### config.mk
export PLATFORM = sky130hd
export DESIGN_NAME = mole_scheduler
export DESIGN_NICKNAME = d
export VERILOG_FILES = /design/src/rtl/mole_pkg.sv /design/src/rtl/mole_slot.sv /design/src/rtl/mole_scheduler.sv
export SDC_FILE = /design/constraint.sdc
export NUM_CORES = 1
export LEC_CHECK = 0
export BUFFER_PORTS_ARGS = -buffer_cell sky130_fd_sc_hd__buf_2
export CAP_MARGIN = 20
export CORE_ASPECT_RATIO = 0.5
export CORE_MARGIN = 1.5
export CORE_UTILIZATION = 30
export CTS_BUF_LIST = sky130_fd_sc_hd__clkbuf_16
export CTS_CLUSTER_SIZE = 16
export DETAILED_ROUTE_END_ITERATION = 10
export GPL_TIMING_DRIVEN = 0
export PLACE_DENSITY = 0.48
export RECOVER_POWER = 25
export SLEW_MARGIN = 25
export SYNTH_ARGS = -nofsm -noshare
export SYNTH_HDL_FRONTEND = slang
export SYNTH_SLANG_ARGS = --single-unit
### constraint.sdc
create_clock -name clk -period 15.2 [get_ports clk]
set_clock_uncertainty 0.1 [all_clocks]
set_input_delay 3.04 -clock clk [delete_from_list [all_inputs] [get_ports clk]]
set_output_delay 3.04 -clock clk [all_outputs]
set_load 0.02 [all_outputs]
### src/rtl/mole_pkg.sv
// Shared constants and helpers for the mole scheduler slice.
// Hole indices are 4 bits wide so that 15 can mean "no hit".
package mole_pkg;

  localparam int HOLES = 9;
  localparam logic [3:0] NO_HIT = 4'd15;

  typedef logic [3:0] hole_t;

  function automatic logic [3:0] popcnt9(input logic [HOLES-1:0] v);
    logic [3:0] n;
    n = '0;
    for (int i = 0; i < HOLES; i++) begin
      n = n + 4'(v[i]);
    end
    return n;
  endfunction

endpackage

### src/rtl/mole_slot.sv
// One hole: an 8-bit life counter that is loaded, killed or
// decremented on each tick; it reports occupancy and expiry.
module mole_slot #(
  parameter int LIFE_TICKS = 12
) (
  input  logic clk,
  input  logic rst,
  input  logic clear,
  input  logic load,
  input  logic kill,
  input  logic tick,
  output logic active,
  output logic expire
);

  logic [7:0] cnt_q, cnt_d;

  always_comb begin
    cnt_d = cnt_q;
    if (clear) begin
      cnt_d = '0;
    end else if (kill) begin
      cnt_d = '0;
    end else if (load) begin
      cnt_d = 8'(LIFE_TICKS);
    end else if (tick && cnt_q != 8'd0) begin
      cnt_d = cnt_q - 8'd1;
    end
  end

  always_ff @(posedge clk or negedge rst) begin
    if (!rst) begin
      cnt_q <= '0;
    end else begin
      cnt_q <= cnt_d;
    end
  end

  assign active = (cnt_q != 8'd0);
  // A hit on the same cycle wins over the timeout.
  assign expire = tick & ~kill & ~clear & (cnt_q == 8'd1);

endmodule

### src/rtl/mole_scheduler.sv
// Whack-a-mole scheduler: prescaler, spawn counter, free-hole
// picker, hit decode and the nine per-hole life slots.
module mole_scheduler
  import mole_pkg::*;
#(
  parameter int TICK_DIV    = 10_000_000,
  parameter int SPAWN_TICKS = 5,
  parameter int LIFE_TICKS  = 12,
  parameter int MAX_ACTIVE  = 3
) (
  input  logic             clk,
  input  logic             rst,
  input  logic             enable,
  input  logic             clear,
  input  logic [8:0]       rnd,
  input  logic [3:0]       hit_pos,
  output logic [HOLES-1:0] map,
  output logic [3:0]       active_cnt,
  output logic             hit_pulse,
  output logic             whiff_pulse,
  output logic [HOLES-1:0] expired_mask,
  output logic             tick
);

  localparam int PW = $clog2(TICK_DIV);
  localparam int SW = (SPAWN_TICKS > 1) ? $clog2(SPAWN_TICKS) : 1;

  logic [PW-1:0]    psc_q, psc_d;
  logic [SW-1:0]    sp_q, sp_d;
  logic             tick_q;
  logic             hit_q, whiff_q;
  logic [HOLES-1:0] exp_q;
  logic [3:0]       cnt_q;

  logic             tick_ev, spawn_ev, room;
  logic             hit_ok, hit_on, found;
  logic [HOLES-1:0] hit_oh, kill_v, load_v, act_v, exp_v, map_d;
  hole_t            start;
  logic [4:0]       idx;
  logic             unused_rnd;

  assign unused_rnd = ^rnd[8:4];

  // tick_q mirrors "count == TICK_DIV-1"; it only acts while enabled.
  assign tick_ev  = enable & tick_q;
  assign spawn_ev = tick_ev & (sp_q == SW'(SPAWN_TICKS - 1));

  assign psc_d = (psc_q == PW'(TICK_DIV - 1)) ? '0 : psc_q + 1'b1;
  assign sp_d  = (sp_q == SW'(SPAWN_TICKS - 1)) ? '0 : sp_q + 1'b1;

  assign hit_ok = enable & (hit_pos < 4'd9);
  assign hit_oh = hit_ok ? (9'b1 << hit_pos) : '0;
  assign kill_v = hit_oh & map;
  assign hit_on = |kill_v;

  assign start = (rnd[3:0] < 4'd9) ? rnd[3:0] : rnd[3:0] - 4'd9;
  assign room  = (cnt_q < 4'(MAX_ACTIVE)) && (map != '1);

  always_comb begin
    load_v = '0;
    found  = 1'b0;
    idx    = '0;
    for (int k = 0; k < HOLES; k++) begin
      idx = 5'(start) + 5'(k);
      if (idx >= 5'd9) idx = idx - 5'd9;
      if (!found && !map[idx]) begin
        load_v[idx] = 1'b1;
        found       = 1'b1;
      end
    end
    if (!(spawn_ev && room)) load_v = '0;
  end

  for (genvar i = 0; i < HOLES; i++) begin : g_slot
    mole_slot #(
      .LIFE_TICKS(LIFE_TICKS)
    ) u_slot (
      .clk   (clk),
      .rst   (rst),
      .clear (clear),
      .load  (load_v[i]),
      .kill  (kill_v[i]),
      .tick  (tick_ev),
      .active(act_v[i]),
      .expire(exp_v[i])
    );
  end

  assign map_d = (map & ~kill_v & ~exp_v) | load_v;

  always_ff @(posedge clk or negedge rst) begin
    if (!rst) begin
      psc_q   <= '0;
      sp_q    <= '0;
      tick_q  <= 1'b0;
      hit_q   <= 1'b0;
      whiff_q <= 1'b0;
      exp_q   <= '0;
      cnt_q   <= '0;
    end else if (clear) begin
      psc_q   <= '0;
      sp_q    <= '0;
      tick_q  <= 1'b0;
      hit_q   <= 1'b0;
      whiff_q <= 1'b0;
      exp_q   <= '0;
      cnt_q   <= '0;
    end else begin
      if (enable) begin
        psc_q  <= psc_d;
        tick_q <= (psc_d == PW'(TICK_DIV - 1));
        if (tick_ev) sp_q <= sp_d;
      end
      hit_q   <= hit_on;
      whiff_q <= hit_ok & ~hit_on;
      exp_q   <= exp_v;
      cnt_q   <= popcnt9(map_d);
    end
  end

  assign map          = act_v;
  assign active_cnt   = cnt_q;
  assign hit_pulse    = hit_q;
  assign whiff_pulse  = whiff_q;
  assign expired_mask = exp_q;
  assign tick         = tick_q;

endmodule

# Word level (Yosys, flattened, before mapping)
# Index checks and enable logic that the tools add are counted.
# totals
reg_bits	115
inputBits	17
out_inout_bits	25
word_cells	332
# classes
addsub	37
n_lt_le_gt_ge	30
n_eq_ne	13
shift	1
n_mux	114
bitwise_logic	56
reduce_logical	65
# op_table
op	n
$mux 8	36
$mux 9	12
$or 9x9->9	9
$eq 8x1->1 const B	9
$mux 24	3
$reduce_bool 8->1	9
$sub 8x1->8 const B	9
$eq 24x24->1 const B	2
$ge 5x1->1 const B	9
$lt 5x5->1 const B	9
$mux 5	9
$ge 5x4->1 const B	8
$sub 5x4->5 const B	8
$bmux 1 s4	9
$demux 1 s4	9
$reduce_bool 4->1	9
$and 1x1->1	31
$mux 1	30
$logic_and 1x1->1	28
$and 9x9->9	3
$add 24x1->24 const B	1
$add 4x1->4	5
$add 4x3->5 const B	4
$not 9->9	2
22 further kinds	53

# Depth between registers and ports, before layout
# Gate-level depths: netlist (run 1).
# logic_depth
word_depth	42
ltp_mapped	34
mapped_depth_nobuf	30

# Hierarchy
# A second synthesis (run 1) with hierarchy kept.
# unflattened
cells_unflattened	1523
hier_area_um2	12374.4
# by_module_without_submodules
module	n_inst	cells_per_inst	area_each_um2	seq_area_each_um2
mole_scheduler	1	1064	7881.3	1076.0
mole_slot	9	51	499.2	200.2

# Worst setup path before layout (run 1)
# Ideal clock, no wire load.
# synth_timing
kind	input -> register
startpoint	input rnd[1]
endpoint	register cnt_q[2], in the netlist active_cnt[2]
setup_time_ps	132
arrival_ps	10530
t_required_ps	14968
slack_ps	4438
cell_stages	32
n_path_buf	5
cell_sequence	buf_2 -> inv_1 -> ha_1 -> nor2b_1 -> buf_4 -> o21ai_2 -> nand2_1 -> buf_2 -> buf_1 -> ha_1 -> a21oi_1 -> o21ai_1 -> or3_1 -> buf_2 -> o21ai_2 -> nand2_1 -> nor3_1 -> o32ai_4 -> nor4b_2 -> a21oi_1 -> and3_1 -> o221ai_1 -> nor2_1 -> fa_1 -> inv_1 -> fa_1 -> inv_1 -> fa_1 -> fa_1 -> fa_1 -> xor2_1 -> nor2_1
# synth_via
elab_chain_len	42
word_cells_on_any_way	160
cone_classes	add/sub: 26; order compare: 28; mux: 65; bitwise: 9; reduce/logical: 32
# synth_rtl
item	line	rtl
start: declaration	mole_scheduler.sv:15	input logic [8:0] rnd,
$sub 4x4->4 / $lt 4x4->1 (equally long branches)	mole_scheduler.sv:56	assign start = (rnd[3:0] < 4'd9) ? rnd[3:0] : rnd[3:0] - 4'd9;
$mux 4 (*)	mole_scheduler.sv:56	
parallel branches: the longest is 28 deep, another holds $add 4x1->5	-	
$mux 9 (*)	mole_scheduler.sv:66	if (!found && !map[idx]) begin
$mux 9 (*)	mole_scheduler.sv:71	if (!(spawn_ev && room)) load_v = '0;
$or 9x9->9 (*)	mole_scheduler.sv:89	assign map_d = (map & ~kill_v & ~exp_v) | load_v;
$add 1x1->2	mole_pkg.sv:14	n = n + 4'(v[i]);
$add 2x1->3	mole_pkg.sv:14	
$add 3x1->4	mole_pkg.sv:14	
$add 4x1->4 (4 in series)	mole_pkg.sv:14	
$add 4x1->4 (*)	mole_pkg.sv:14	
$mux 4 (*)	mole_scheduler.sv:100	end else if (clear) begin
end signal: assignment	mole_scheduler.sv:117	cnt_q <= popcnt9(map_d);
end: declaration	mole_scheduler.sv:33	logic [3:0] cnt_q;
# Every way passes the cells marked *. The select of a mux whose other input is x is not followed.
# A chain may end at the register's enable or synchronous reset.

# Worst setup path in the final report (run 1)
# Same ends and word-level chain as after synthesis.

==> out/qor.yml, run 1 <==
outcome:
  status: "finished with violations"
  violations: "capacitance limit, slew limit"
floorplan:
  fp-row-count: 50
  die_area_um2: 39800
  initial_utilization_pct: 30.7
  chipWidth_um: 281
  coreArea_um2: 37700
  die_h_um: 142
  ios: 42
yosys:
  ys_seq_area_share_pct: 24.9
  synth_common_cells: "155 x nor2_1, 134 x nand2_1, 115 x dfrtp_1"
  synth_cell_type_count: 102
  yosysMostFrequentCell: "nor2_1"
  synth_edf_count: 0
  syn_area_um2: 11600
  yosysTopAreaCell: "dfrtp_1"
  yosys_warnings: 0
  synthCells: 1490
  syn-num-nets: 1559
  synth.area.top_cells: "dfrtp_1 25%, ha_1 5.1%, nor2_1 5.0%, nand2_1 4.3%, a21oi_1 3.9%"
  avgSynthCellArea_um2: 7.77
  async_reset_ff_share_pct: 100
  synth_flop_cell: "dfrtp_1"
  ys_ff_latch: 115
  synth_top_area_share_pct: 24.9
global_route:
  grt_max_degree: 72
  grt_use_total_pct: 22.6
  antenna_found_initial: 0
  grt_pass1_vias: 11271
  gr-total-overflow: 0
  grt_pass1_wl_mm: 68.9
cells_and_area:
  multi_input_area_um2: 8040
  syn2layout_area_growth_pct: 12.4
  finish.instance_area_um2: 13000
  fill_cells: 4072
  layout.nets: 1613
  post-route-util_pct: 34.5
  antenna_cells: 0
  regArea_um2: 2880
  drive_gt1_share_pct: 10.9
timing:
  clock.fmax_mhz: 76.5
  rsz0062_at_grt: "false"
  max_slew_margin_pct: -165
  period_share_pct: 86.0
  finalSetupTns_ns: 0
  layout_setup_ws_ns: 2.12
  max_slew.worst_pin.slew_ns: 3.97
  hold_violations: 0
  setup_violations: 0
  period_needed_ns: 13.08
  drv_slew: 118
pwr:
  peakVddDrop_v: 0.0000647
  pwr-share-clk_pct: 41.6
  switching_power_mw: 0.347
  swShare_pct: 34.5
  p_per_area_nw_per_um2: 77.4
  p_int_mw: 0.659
  p_leak_nw: 5.23
  pwr-share-seq_pct: 30.6
  combPwrFrac_pct: 27.8
place:
  place_congestion: 0.996
  place_ws_ns: 1.86
  place_area_um2: 12400
  dp_hpwl_mm: 34.1
  port_buffers: 34
critical_path:
  reg2reg_from: "g_slot[2].u_slot.cnt_q[0]"
  r2r_cells: 24
  crit_family: "adder cells"
  cp_num_buf_inv: 10
  r2r_slack_ns: 7.24
  critPathArrivalTime_ns: 13.27
  reg2reg_to: "active_cnt[2]"
  cp-end-kind: "flop"
  timing.critical_path.mode_cell: "fa_1"
  cp_max_fo: 12
  crit_required_ns: 15.39
  crit_type: "input port to flop"
  cp_slowest_stage_delay_ns: 0.65
  crit_path_top_delay_cell: "clkbuf_1"
  cp-start-kind: "input port"
flow_run:
  cap_violations: 2
min_path:
  min_from: "psc_q[1]"
  whs_endpoint: "psc_q[1]"
  min_path_type: "flop to flop"
  whs_path_depth: 2
clock_tree:
  clk_pin_slew_ns: 0.06
  cts_tree: "done"
  root_buffer: "clkbuf_16"
  postCtsSetupRepairBufs: 0
  clkLatencyLatePin_ns: 0.43
  numCtsBuffers: 17
  hold_buffers: 0
  cts_max_path_buffers: 2
  cts_resized: 0
  h-tree-depth: 4
  cts_sinks: 115
route:
  drt-initial-drc-count: 1218
  remaining_drc_errors: 0
  ant_nets: 0
  viasPerCell: 5.78
  dr.pass1.iters: 10
  routed_wl_mm: 45.0
  wl_per_cell_um: 21.7
  vias: 11996
## power by group through the flow
stage	combinational (mW)	clock (mW)	sequential, mW
finish	0.280	0.419	0.308
global route	0.299	0.443	0.308
CTS	0.271	0.427	0.308
detailed placement	0.270	0	0.314
global placement	0.271	0	0.314
floorplan	0.180	0	0.314
## cells in the final DEF, fill, tap and decap left out, types with 28 or more instances in the layout
master    count
and3_1       28
buf_2        53
clkbuf_1     49
xnor2_1      46
ha_1         47
o21ai_0      76
nor3_1       71
nand3_1      52
a21oi_1      90
inv_1        49
nor4_1       39
nand2_1     134
dfrtp_1     115
nor2_1      155
## layout make-up
type	count	area share (%)
plain buffers	89	3.42
clock buffers	17	3.27
clock inverters	14	1.32
inverters	59	1.72
multi-input cells	1227	61.8
flip-flops and latches	115	22.1
well taps	520	5.00
repair buffers	35	1.33
## cells by family (layout without fill, tap and decap cells)
logic type | Yosys count | count (layout) | share of synthesized area, %
fa+ha+maj | 52 | 52 | 5.95
buf+inv | 148 | 214 | 5.78
compound gates | 409 | 409 | 24.4
flops | 115 | 115 | 24.9
xor+xnor | 70 | 70 | 5.30
simple gates | 666 | 666 | 30.6
mux | 30 | 30 | 3.03
## per-layer routing
layer | wire length, µm | GRT usage [%] | vias to the layer above
met5 | 0 | 0 | -
met4 | 925 | 5.95 | 0
met3 | 3020 | 4.15 | 68
met2 | 20200 | 36.3 | 418
met1 | 20800 | 31.3 | 5851
li1 | - | - | 5659
## registers in the layout (all words and copies together) (netlist names)
name,cells
active_cnt,4
expired_mask,9
g_slot.u_slot.cnt_q,72
hit_pulse,1
psc_q,24
sp_q,3
tick,1
whiff_pulse,1
## through the flow
stage / hold WS, ns / power, mW / std cells
after detailed placement: 0.401 / 0.584 / 2045
after global placement: 0.401 / 0.584 / 2044
after floorplan: 0.364 / 0.494 / 1490
after global routing: 0.472 / 1.05 / 2076
final: 0.410 / 1.01 / 2076
after CTS: 0.413 / 1.01 / 2076
## worst max-delay path by stage
stage / endpoint / start / cells after the start
final: active_cnt[2] / rnd[1] / 31
after global routing: active_cnt[2] / rnd[1] / 31
after detailed placement: active_cnt[2] / rnd[1] / 31
after floorplan: active_cnt[2] / rnd[1] / 32
after global placement: active_cnt[2] / rnd[1] / 31
after CTS: active_cnt[2] / rnd[1] / 31
## tightest hold or removal path, cell delays in order, from the launching register on
cell and delay (ns):
dfrtp_1 0.36, nand2_1 0.05, o21ai_0 0.06
Note: power is estimated with default switching activity, not from simulation.
==> run 2: changes to the inputs <==
Settings changed: RECOVER_POWER 25 to default.
==> run 2 against run 1 <==
  * The flow now finishes without violations
  * First-iteration DRC count down 3.6%
  * Die area unchanged
  * Largest power group unchanged
  * Final area up 0.27%
  * Sequential share of layout area down 0.059 points
  * Critical endpoint unchanged
  * Global-route usage unchanged
  * Critical path type unchanged
  * Via count up 0.73%
  * Sequential power about the same
  * Maximum frequency up 0.30%
  * Register-to-register slack about the same
  * Power up 0.25%
==> out/qor.yml, run 2 (synthesis results as in run 1) <==
critical_path:
  cp-start-kind: "input port"
  cp_num_buf_inv: 10
  critPathArrivalTime_ns: 13.22
  reg2reg_from: "g_slot[2].u_slot.cnt_q[0]"
  reg2reg_to: "active_cnt[2]"
  crit_family: "adder cells"
  cp-end-kind: "flop"
  r2r_slack_ns: 7.25
  crit_type: "input port to flop"
  path_depth: 31
  crit_path_end: "active_cnt[2]"
  startpoint: "rnd[1]"
  crit_path_top_delay_cell: "clkbuf_1"
  cp_max_fo: 12
  crit_required_ns: 15.38
  timing.critical_path.mode_cell: "fa_1"
  r2r_cells: 24
  cp_slowest_stage_delay_ns: 0.64
global_route:
  grt_pass1_wl_mm: 68.9
  gr-total-overflow: 0
  grt_pass1_vias: 11271
  grt_max_degree: 72
  antenna_found_initial: 0
  grt_use_total_pct: 22.6
clock_tree:
  h-tree-depth: 4
  hold_buffers: 0
  clkLatencyLatePin_ns: 0.42
  cts_sinks: 115
  postCtsSetupRepairBufs: 0
  numCtsBuffers: 17
  cts_max_path_buffers: 2
  cts_resized: 0
  cts_tree: "done"
  clk_pin_slew_ns: 0.06
  root_buffer: "clkbuf_16"
floorplan:
  chipWidth_um: 281
  coreArea_um2: 37700
  die_h_um: 142
  die_area_um2: 39800
  initial_utilization_pct: 30.7
  fp-row-count: 50
  ios: 42
cells_and_area:
  layout_commonest_cell: "nor2_1"
  post-route-util_pct: 34.6
  antenna_cells: 0
  finish.instance_area_um2: 13000
  final_cells: 2076
  layout_common_cells: "155 x nor2_1, 134 x nand2_1, 115 x dfrtp_1, 90 x a21oi_1, 76 x o21ai_0"
  syn2layout_area_growth_pct: 12.7
  largest_reg_flops: 72
  fill_cells: 4066
  largest-register: "g_slot.u_slot.cnt_q"
  layout.nets: 1613
  drive_gt1_share_pct: 11.0
timing:
  clock.fmax_mhz: 76.7
  hold_ws_ns: 0.416
  hold_violations: 0
  rsz0062_at_grt: "false"
  max_slew.worst_pin.slew_ns: 1.14
  setup_violations: 0
  period_needed_ns: 13.04
  period_share_pct: 85.8
  max_slew_margin_pct: 24.1
  finalSetupTns_ns: 0
  layout_setup_ws_ns: 2.16
  drv_slew: 0
pwr:
  p_per_area_nw_per_um2: 77.4
  p_leak_nw: 5.25
  power_mw: 1.01
  peakVddDrop_v: 0.0000645
route:
  dr.pass1.iters: 6
  vias: 12084
  viasPerCell: 5.82
  ant_nets: 0
  drt-initial-drc-count: 1174
  remaining_drc_errors: 0
  routed_wl_mm: 45.0
  wl_per_cell_um: 21.7
outcome:
  status: "finished clean"
place:
  port_buffers: 34
  place_congestion: 0.996
  place_area_um2: 12400
  dp_hpwl_mm: 34.1
  place_inst: 2045
  place_ws_ns: 1.86
min_path:
  min_path_type: "flop to flop"
flow_run:
  cap_violations: 0
-- run 2: routing by layer --
layer	wire length, µm	part of all wire (%)	global-route usage (%)
met1	20600	46	31.3
met5	0	0	0
met3	3260	7.2	4.15
met2	20200	45	36.3
met4	929	2.1	5.95
-- run 2: worst min path at each step --
stage                                          from  slack [ns]                         to  cells past startpoint
after floorplan                            psc_q[5]        0.36                   psc_q[5]                      1
after detailed placement                   psc_q[1]        0.40                   psc_q[1]                      2
after global placement                     psc_q[1]        0.40                   psc_q[1]                      2
after CTS                                  psc_q[1]        0.41                   psc_q[1]                      2
final                                      psc_q[1]        0.42                   psc_q[1]                      2
after global routing      g_slot[6].u_slot.cnt_q[6]        0.47  g_slot[6].u_slot.cnt_q[6]                      2
-- run 2: worst register-to-register path, cell delays in order, from the launching register on --
cell	delay [ns]
dfrtp_1	0.39
inv_1	0.10
ha_1	0.20
and4_1	0.18
clkbuf_1	0.56
clkinv_1	0.76
nor2_1	0.33
a2111oi_0	0.10
a31oi_1	0.19
a41o_1	0.26
o221a_2	0.27
nand2_1	0.14
nor4_1	0.60
a2111oi_2	0.14
o221ai_1	0.58
nor2_1	0.12
fa_1	0.55
inv_1	0.07
fa_1	0.53
inv_1	0.05
fa_1	0.51
fa_1	0.46
fa_1	0.39
xor2_1	0.16
nor2_1	0.05
-- run 2: layout make-up --
class / count / area, µm² / area share [%]
Clock inverter: 14 / 171 / 1.31
Tap cell: 520 / 651 / 4.99
Multi-Input combinational cell: 1227 / 8040 / 61.6
Clock buffer: 17 / 425 / 3.26
Sequential cell: 115 / 2880 / 22.1
Timing Repair Buffer: 35 / 208 / 1.59
Buffer: 89 / 445 / 3.42
Inverter: 59 / 224 / 1.72
-- run 2: power breakdown --
part / switching (mW) / internal (mW) / total [mW]
logic: 0.198 / 0.0833 / 0.281
clock network: 0.150 / 0.270 / 0.420
registers: 0.000889 / 0.307 / 0.308
total: 0.349 / 0.661 / 1.01
